===== config.mk =====
export PLATFORM = sky130hd
export DESIGN_NAME = fixed_to_float_pipe
export DESIGN_NICKNAME = d
export VERILOG_FILES = /design/src/rtl/fixed_to_float_pipe.sv
export SDC_FILE = /design/constraint.sdc
export NUM_CORES = 1
export LEC_CHECK = 0
export CORE_MARGIN = 8
export CORE_UTILIZATION = 50
export CTS_CLUSTER_SIZE = 25
export DETAILED_ROUTE_END_ITERATION = 8
export GPL_ROUTABILITY_DRIVEN = 0
export PLACE_DENSITY = 0.75
export SYNTH_ARGS = -nofsm -noshare
export SYNTH_HDL_FRONTEND = slang
export SYNTH_SLANG_ARGS = --single-unit
export TNS_END_PERCENT = 100

===== constraint.sdc =====
create_clock -name clk -period 2 [get_ports clk]
set_clock_uncertainty 0.05 [all_clocks]
set_input_delay 0.3 -clock clk [delete_from_list [all_inputs] [get_ports clk]]
set_output_delay 0.3 -clock clk [all_outputs]
set_load 0.05 [all_outputs]

===== src/rtl/fixed_to_float_pipe.sv =====
// fixed_to_float_pipe: three-stage converter from an unsigned Q1.20 magnitude
// plus sign into IEEE-754 single precision. S1 registers the request, S2 finds
// the leading one, S3 normalises and packs. One shared advance enable stalls
// every stage together, so bubbles are carried rather than collapsed.
module fixed_to_float_pipe #(
  parameter int unsigned COUNT_W = 16
) (
  input  logic               clk,
  input  logic               reset,
  input  logic               in_valid,
  output logic               in_ready,
  input  logic [20:0]        in_data,
  input  logic               in_sign,
  output logic               out_valid,
  input  logic               out_ready,
  output logic [31:0]        out_fp,
  output logic [COUNT_W-1:0] conv_count
);

  logic               adv;

  logic               s1_valid_q, s1_valid_d;
  logic [20:0]        s1_data_q,  s1_data_d;
  logic               s1_sign_q,  s1_sign_d;

  logic               s2_valid_q, s2_valid_d;
  logic [20:0]        s2_data_q,  s2_data_d;
  logic               s2_sign_q,  s2_sign_d;
  logic [4:0]         s2_pos_q,   s2_pos_d;
  logic               s2_zero_q,  s2_zero_d;

  logic               s3_valid_q, s3_valid_d;
  logic [31:0]        out_fp_q,   out_fp_d;

  logic [COUNT_W-1:0] count_q,    count_d;

  logic [4:0]         lod_pos;
  logic               lod_zero;
  logic [19:0]        mant;
  logic [7:0]         expo;

  assign adv        = out_ready | ~s3_valid_q;
  assign in_ready   = adv;
  assign out_valid  = s3_valid_q;
  assign out_fp     = out_fp_q;
  assign conv_count = count_q;

  // Leading-one detector on the S1 magnitude; ascending scan so the MSB wins.
  always_comb begin
    lod_pos  = '0;
    lod_zero = 1'b1;
    for (int unsigned i = 0; i < 21; i++) begin
      if (s1_data_q[i]) begin
        lod_pos  = 5'(20 - i);
        lod_zero = 1'b0;
      end
    end
  end

  // Normalise and pack: the implicit one falls off the top of the shift.
  always_comb begin
    mant = 20'(s2_data_q << s2_pos_q);
    expo = 8'd127 - {3'b000, s2_pos_q};
  end

  // Next-state for all stages under the shared advance enable, plus counter.
  always_comb begin
    s1_valid_d = s1_valid_q;
    s1_data_d  = s1_data_q;
    s1_sign_d  = s1_sign_q;
    s2_valid_d = s2_valid_q;
    s2_data_d  = s2_data_q;
    s2_sign_d  = s2_sign_q;
    s2_pos_d   = s2_pos_q;
    s2_zero_d  = s2_zero_q;
    s3_valid_d = s3_valid_q;
    out_fp_d   = out_fp_q;
    count_d    = count_q;
    if (adv) begin
      s1_valid_d = in_valid;
      s1_data_d  = in_data;
      s1_sign_d  = in_sign;
      s2_valid_d = s1_valid_q;
      s2_data_d  = s1_data_q;
      s2_sign_d  = s1_sign_q;
      s2_pos_d   = lod_pos;
      s2_zero_d  = lod_zero;
      s3_valid_d = s2_valid_q;
      // Zero input packs to +0 regardless of sign.
      out_fp_d   = s2_zero_q ? '0 : {s2_sign_q, expo, mant, 3'b000};
    end
    if (s3_valid_q && out_ready) begin
      count_d = count_q + COUNT_W'(1);
    end
  end

  // Pipeline and counter registers with synchronous reset.
  always_ff @(posedge clk) begin
    if (reset) begin
      s1_valid_q <= 1'b0;
      s1_data_q  <= '0;
      s1_sign_q  <= 1'b0;
      s2_valid_q <= 1'b0;
      s2_data_q  <= '0;
      s2_sign_q  <= 1'b0;
      s2_pos_q   <= '0;
      s2_zero_q  <= 1'b1;
      s3_valid_q <= 1'b0;
      out_fp_q   <= '0;
      count_q    <= '0;
    end else begin
      s1_valid_q <= s1_valid_d;
      s1_data_q  <= s1_data_d;
      s1_sign_q  <= s1_sign_d;
      s2_valid_q <= s2_valid_d;
      s2_data_q  <= s2_data_d;
      s2_sign_q  <= s2_sign_d;
      s2_pos_q   <= s2_pos_d;
      s2_zero_q  <= s2_zero_d;
      s3_valid_q <= s3_valid_d;
      out_fp_q   <= out_fp_d;
      count_q    <= count_d;
    end
  end

endmodule

==> results of run 1 <==
## through the flow
step	cell area, sq um	utilization	hold slack (ns)	setup slack, ns
6_report	5840	0.632	0.228	0.0271
5_1_grt	5840	0.632	0.244	0.000643
4_1_cts	5820	0.630	0.224	0.00281
3_5_place_dp	5620	0.608	0.396	-0.139
3_3_place_gp	5620	0.608	0.379	-0.106
2_1_floorplan	4770	-	0.379	0.0277
## cell families after synthesis
logic type / Yosys count / synth area share
compound gates: 129 / 0.161
flops: 95 / 0.400
xor+xnor: 11 / 0.0202
simple gates: 221 / 0.215
fa+ha+maj: 1 / 0.00263
mux: 47 / 0.144
other cells: 1 / 0.000788
buf+inv: 50 / 0.0568
## cells in the final DEF, fill, tap and decap left out, types with 5 or more instances in the layout
master / n
a21oi_1: 71
nand4_1: 5
nand3_1: 8
a22oi_1: 12
buf_4: 30
clkbuf_8: 10
or4_1: 6
nor4_1: 7
clkdlybuf4s50_1: 57
mux2_2: 13
xor2_1: 7
mux4_2: 12
nor3_1: 11
nor2_1: 45
nor2b_1: 5
nand2b_1: 5
mux2i_1: 19
o21ai_0: 14
dlymetal6s2s_1: 6
nand2_1: 109
dfxtp_1: 93
## metal layers
layer,vias to the layer above,GRT usage,routed length [microns]
met4,0,0.0551,105
met3,13,0.0412,818
li1,2107,-,-
met2,151,0.324,5990
met5,-,0,0
met1,2093,0.253,5740
## cell usage after synthesis (all sizes together) (5+ instances only)
library cell and instances:
nand2 109, o21ai 16, a21oi 71, or4 6, nor4 8, xor2 7
nand3 8, nand2b 5, nor2b 6, mux2 13, buf 30, nor3 12
a22oi 12, clkbuf 16, dfxtp 95, mux4 15, nor2 46, nand4 6
mux2i 19
## sequential cells by signal (all words and copies together), names as in the netlist
register,count
conv_count,16
s1_data_q,21
s2_zero_q,1
s1_sign_q,1
out_valid,1
s2_data_q,20
s1_valid_q,1
s2_valid_q,1
s2_sign_q,1
s2_pos_q,5
out_fp,27
## worst paths after layout
kind / startpoint / to / cells after the start
hold / removal: reset / out_fp[3] / 2
hold reg to reg: out_fp[15] / out_fp[15] / 2
setup reg to reg: s2_pos_q[3] / out_fp[15] / 5
setup / recovery: out_fp[8] / out_fp[8] / 1
## layout make-up
| type | count | share of cell area |
|---|---|---|
| Multi-Input combinational cell | 413 | 0.446 |
| Inverter | 4 | 0.00257 |
| Clock buffer | 11 | 0.0242 |
| Timing Repair Buffer | 100 | 0.163 |
| Sequential cell | 95 | 0.326 |
| Tap cell | 129 | 0.0276 |
| Clock inverter | 5 | 0.0111 |
## timing repair
action / CTS / global route
gates resized for setup: 4 / 8
pin swaps: 0 / 0
setup endpoints to repair: 4 / 14
endpoints found under the hold margin: 0 / 0
setup buffers: 0 / 1
## where the power goes
part	leakage, uW	internal (uW)	switching [uW]
Combinational	0.00136	322	402
Clock	0.0000977	624	697
Sequential	0.000779	1970	114
==> flow_metrics.env, run 1 <==
export IMPL_outcome="finished, final reports clean"
export IMPL_fmax_ghz=0.507
export IMPL_numCtsBuffers=9
export IMPL_drt_initial_drc_count=280
export IMPL_synth_ff_type="dfxtp_1"
export IMPL_fillers=806
export IMPL_synth_top_cell_area_share=0.400
export IMPL_critical_path_class="reg2out"
export IMPL_gr_total_overflow=0
export IMPL_first_global_vias=4172
export IMPL_slew_violations=0
export IMPL_area_growth_pct=22.8
export IMPL_cp_data_required_time_ns=1.65
export IMPL_slew_limit_headroom=0.547
export IMPL_root_buffer="clkbuf_8"
export IMPL_via_per_inst=5.76
export IMPL_hpwl_microns=9260
export IMPL_rrSetupSlack_ns=0.10
export IMPL_post_drt_wl_per_cell_microns=16.7
export IMPL_synth_largest_area_cell="dfxtp_1"
export IMPL_syn_avg_cell_area_sq_um=8.57
export IMPL_cts_hold_fix_buffers=0
export IMPL_cts_reportedPaths_clkPinSlew_ns=0.09
export IMPL_async_flop_share=0
export IMPL_first_pass_iters=5
export IMPL_ios=76
export IMPL_timing_max_cap_violations=0
export IMPL_slowest_stage="clkdlybuf4s50_1"
export IMPL_grt_max_degree=52
export IMPL_regArea_sq_um=1900
export IMPL_setup_viol=0
export IMPL_grt_pass1_wl_microns=21000
export IMPL_cts_max_level=3
export IMPL_row_count=35
export IMPL_crit_family="buffers and inverters"
export IMPL_nNetsFinal=650
export IMPL_via_count=4364
export IMPL_rsz0062_at_grt="no"
export IMPL_final_period_utilization=0.986
export IMPL_antenna_found_initial=0
export IMPL_die_h_microns=114
export IMPL_p_total_uw=4130
export IMPL_multiInputGateArea_sq_um=2610
export IMPL_initial_core_util=0.515
export IMPL_stdcell_count=757
export IMPL_hold_violations=0
export IMPL_power_leakage_uw=0.00224
export IMPL_endpoint_kind="output port"
export IMPL_worstPathCellList="clkdlybuf4s50_1"
export IMPL_vdd_ir_drop_max_v=0.000417
export IMPL_cpPeakStageDelay_ns=0.84
export IMPL_die_area_sq_um=12900
export IMPL_cp_num_buf_inv=1
export IMPL_worstMarginPinSlew_ns=0.678
export IMPL_tns_ns=0
export IMPL_seq_area_frac_synth=0.400
export IMPL_cp_data_arrival_time_ns=1.62
export IMPL_clock_path_buffers=2
export IMPL_ys_warn_count=0
export IMPL_numClockSinks=95
export IMPL_synthCells=555
export IMPL_cts_tree="done"
export IMPL_ys_ff_latch=95
export IMPL_n_antenna_cell=0
export IMPL_drc=0
export IMPL_synth_area_leaders="dfxtp_1 40%, nand2_1 8.6%, a21oi_1 7.5%"
export IMPL_io_buffers=71
export IMPL_p_per_area_nw_per_um2=707
export IMPL_netlist_area_sq_um=4760
export IMPL_drive_gt1_frac=0.131
export IMPL_ant_nets=0
export IMPL_totalWireLength_microns=12700
export IMPL_start_kind="flop"
export IMPL_min_path_type="in2reg"
export IMPL_fp_dieW_microns=114
export IMPL_worstSkewPairLatency_ns=0.36
export IMPL_period_needed_ns=1.97
export IMPL_crit_path_max_fanout=2
export IMPL_yosysUniqueCellTypes=54
export IMPL_synth_edf_count=0
export IMPL_track_usage=0.196
export IMPL_dp_cells=740
export IMPL_core_area_sq_um=9240
(Power assumes the default switching activity.)
==> run 2, diff against run 1 <==
--- a/config.mk
+++ b/config.mk
@@ -6,11 +6,11 @@
 export NUM_CORES = 1
 export LEC_CHECK = 0
 export CORE_MARGIN = 8
-export CORE_UTILIZATION = 50
+export CORE_UTILIZATION = 54
 export CTS_CLUSTER_SIZE = 25
 export DETAILED_ROUTE_END_ITERATION = 8
 export GPL_ROUTABILITY_DRIVEN = 0
-export PLACE_DENSITY = 0.75
+export PLACE_DENSITY = 0.8
 export SYNTH_ARGS = -nofsm -noshare
 export SYNTH_HDL_FRONTEND = slang
 export SYNTH_SLANG_ARGS = --single-unit
==> run 2 against run 1 <==
  * Routed wire length down 4.7%
  * Combinational power up 1%
  * Fmax up 2.6%
  * Sequential cell count unchanged
  * Utilization up 4.8 points
  * Worst hold slack better by 0.17 ns
  * Cell count down 2.9%
  * Clock-buffer cell count unchanged
  * Sequential share of layout area down 0.19 points
  * Sequential power about the same
  * Design area up 0.54%
==> flow_metrics.env, run 2 (synthesis results as in run 1) <==
export IMPL_outcome="finished, final reports clean"
export IMPL_track_usage=0.200
export IMPL_multiInputGateArea_sq_um=2610
export IMPL_die_h_microns=110
export IMPL_antenna_found_initial=0
export IMPL_numCtsBuffers=9
export IMPL_final_common_cell="nand2_1"
export IMPL_numClockSinks=95
export IMPL_period_needed_ns=1.92
export IMPL_worst_slack_ns=0.0778
export IMPL_met3_length_microns=846
export IMPL_die_area_sq_um=12100
export IMPL_ant_nets=0
export IMPL_hold_violations=0
export IMPL_drc=0
export IMPL_regArea_sq_um=1900
export IMPL_power_leakage_uw=0.00228
export IMPL_io_buffers=71
export IMPL_drt_initial_drc_count=274
export IMPL_endpoint_kind="output port"
export IMPL_setup_viol=0
export IMPL_totalWireLength_microns=12100
export IMPL_area_growth_pct=23.5
export IMPL_crit_path_max_fanout=3
export IMPL_final_period_utilization=0.961
export IMPL_fillers=671
export IMPL_grt_pass1_wl_microns=19600
export IMPL_cp_num_buf_inv=1
export IMPL_slew_limit_headroom=0.594
export IMPL_cp_data_arrival_time_ns=1.57
export IMPL_start_kind="flop"
export IMPL_slowest_stage="clkdlybuf4s50_1"
export IMPL_initial_core_util=0.551
export IMPL_drive_gt1_frac=0.129
export IMPL_first_global_vias=3960
export IMPL_worstPathCellList="clkdlybuf4s50_1"
export IMPL_via_count=4374
export IMPL_grt_max_degree=94
export IMPL_n_antenna_cell=0
export IMPL_min_path_type="reg2reg"
export IMPL_worstSkewPairLatency_ns=0.36
export IMPL_vdd_ir_drop_max_v=0.000435
export IMPL_gr_total_overflow=0
export IMPL_p_per_area_nw_per_um2=729
export IMPL_row_count=34
export IMPL_cts_max_level=3
export IMPL_wl_met1_microns=5320
export IMPL_timing_max_cap_violations=0
export IMPL_top_layer="met4"
export IMPL_fp_dieW_microns=110
export IMPL_clock_path_buffers=2
export IMPL_crit_family="buffers and inverters"
export IMPL_pre_cts_slack_ns=-0.0447
export IMPL_core_area_sq_um=8640
export IMPL_slew_violations=0
export IMPL_layout_cells_most_common_list="109 x nand2_1, 94 x dfxtp_1, 71 x a21oi_1"
export IMPL_cpPeakStageDelay_ns=0.83
export IMPL_cts_tree="done"
export IMPL_largest_reg_flops=27
export IMPL_ios=76
export IMPL_wl_met2_microns=5740
export IMPL_cp_data_required_time_ns=1.65
export IMPL_root_buffer="clkbuf_8"
export IMPL_rsz0062_at_grt="no"
export IMPL_cts_reportedPaths_clkPinSlew_ns=0.09
export IMPL_worstMarginPinSlew_ns=0.594
export IMPL_post_drt_wl_per_cell_microns=16.4
export IMPL_via_per_inst=5.95
export IMPL_nNetsFinal=649
export IMPL_cts_hold_fix_buffers=0
export IMPL_critical_path_class="reg2out"
export IMPL_tns_ns=0
export IMPL_first_pass_iters=5
export IMPL_fmax_ghz=0.520
export IMPL_hpwl_microns=8590
-- run 2: worst paths after layout --
path / cells past startpoint / endpoint / from / slack [ns]
worst max register to register: 5 / out_fp[21] / s2_pos_q[3] / 0.10
worst min register to register: 2 / out_fp[15] / out_fp[15] / 0.40
worst max-delay path: 1 / conv_count[2] / conv_count[2] / 0.08
worst min-delay path: 2 / out_fp[15] / out_fp[15] / 0.40
-- run 2: layout make-up --
type,instances,area share
flip-flops and latches,95,0.324
inverters,4,0.00256
multi-input cells,413,0.445
clock buffers,11,0.0258
well taps,108,0.0230
clock inverters,5,0.0147
repair buffers,99,0.165
-- run 2: routing by layer --
metal	GRT usage	vias to the layer above
li1	-	2106
met1	0.266	2074
met2	0.315	178
met3	0.0451	16
met4	0.0665	0
met5	0	-
-- run 2: what timing repair did --
item	4_1_cts	5_1_grt
endpoints found under the setup margin	6	10
buffers inserted	1	0
pin swaps	0	0
resized for setup	5	9
-- run 2: metrics by stage --
step | instances | instance area (sq um) | hold slack, ns | power, uW | utilization
after floorplan | 558 | 4770 | 0.379 | 2610 | -
after global placement | 718 | 5610 | 0.379 | 2820 | 0.650
after detailed placement | 718 | 5610 | 0.388 | 2840 | 0.650
after CTS | 735 | 5850 | 0.400 | 4290 | 0.677
after global routing | 735 | 5870 | 0.408 | 4460 | 0.680
final | 735 | 5870 | 0.400 | 4280 | 0.680
-- run 2: where the power goes --
part,leakage [uW],total [uW],internal [uW],switching (uW)
Clock,0.000121,1470,785,686
Sequential,0.000779,2080,1970,106
Combinational,0.00138,734,327,407
==> run 3, diff against run 2 <==
--- a/config.mk
+++ b/config.mk
@@ -14,4 +14,3 @@
 export SYNTH_ARGS = -nofsm -noshare
 export SYNTH_HDL_FRONTEND = slang
 export SYNTH_SLANG_ARGS = --single-unit
-export TNS_END_PERCENT = 100
==> results of run 3 <==
Same layout as run 2: the final DEF is identical, and so are final timing and power.
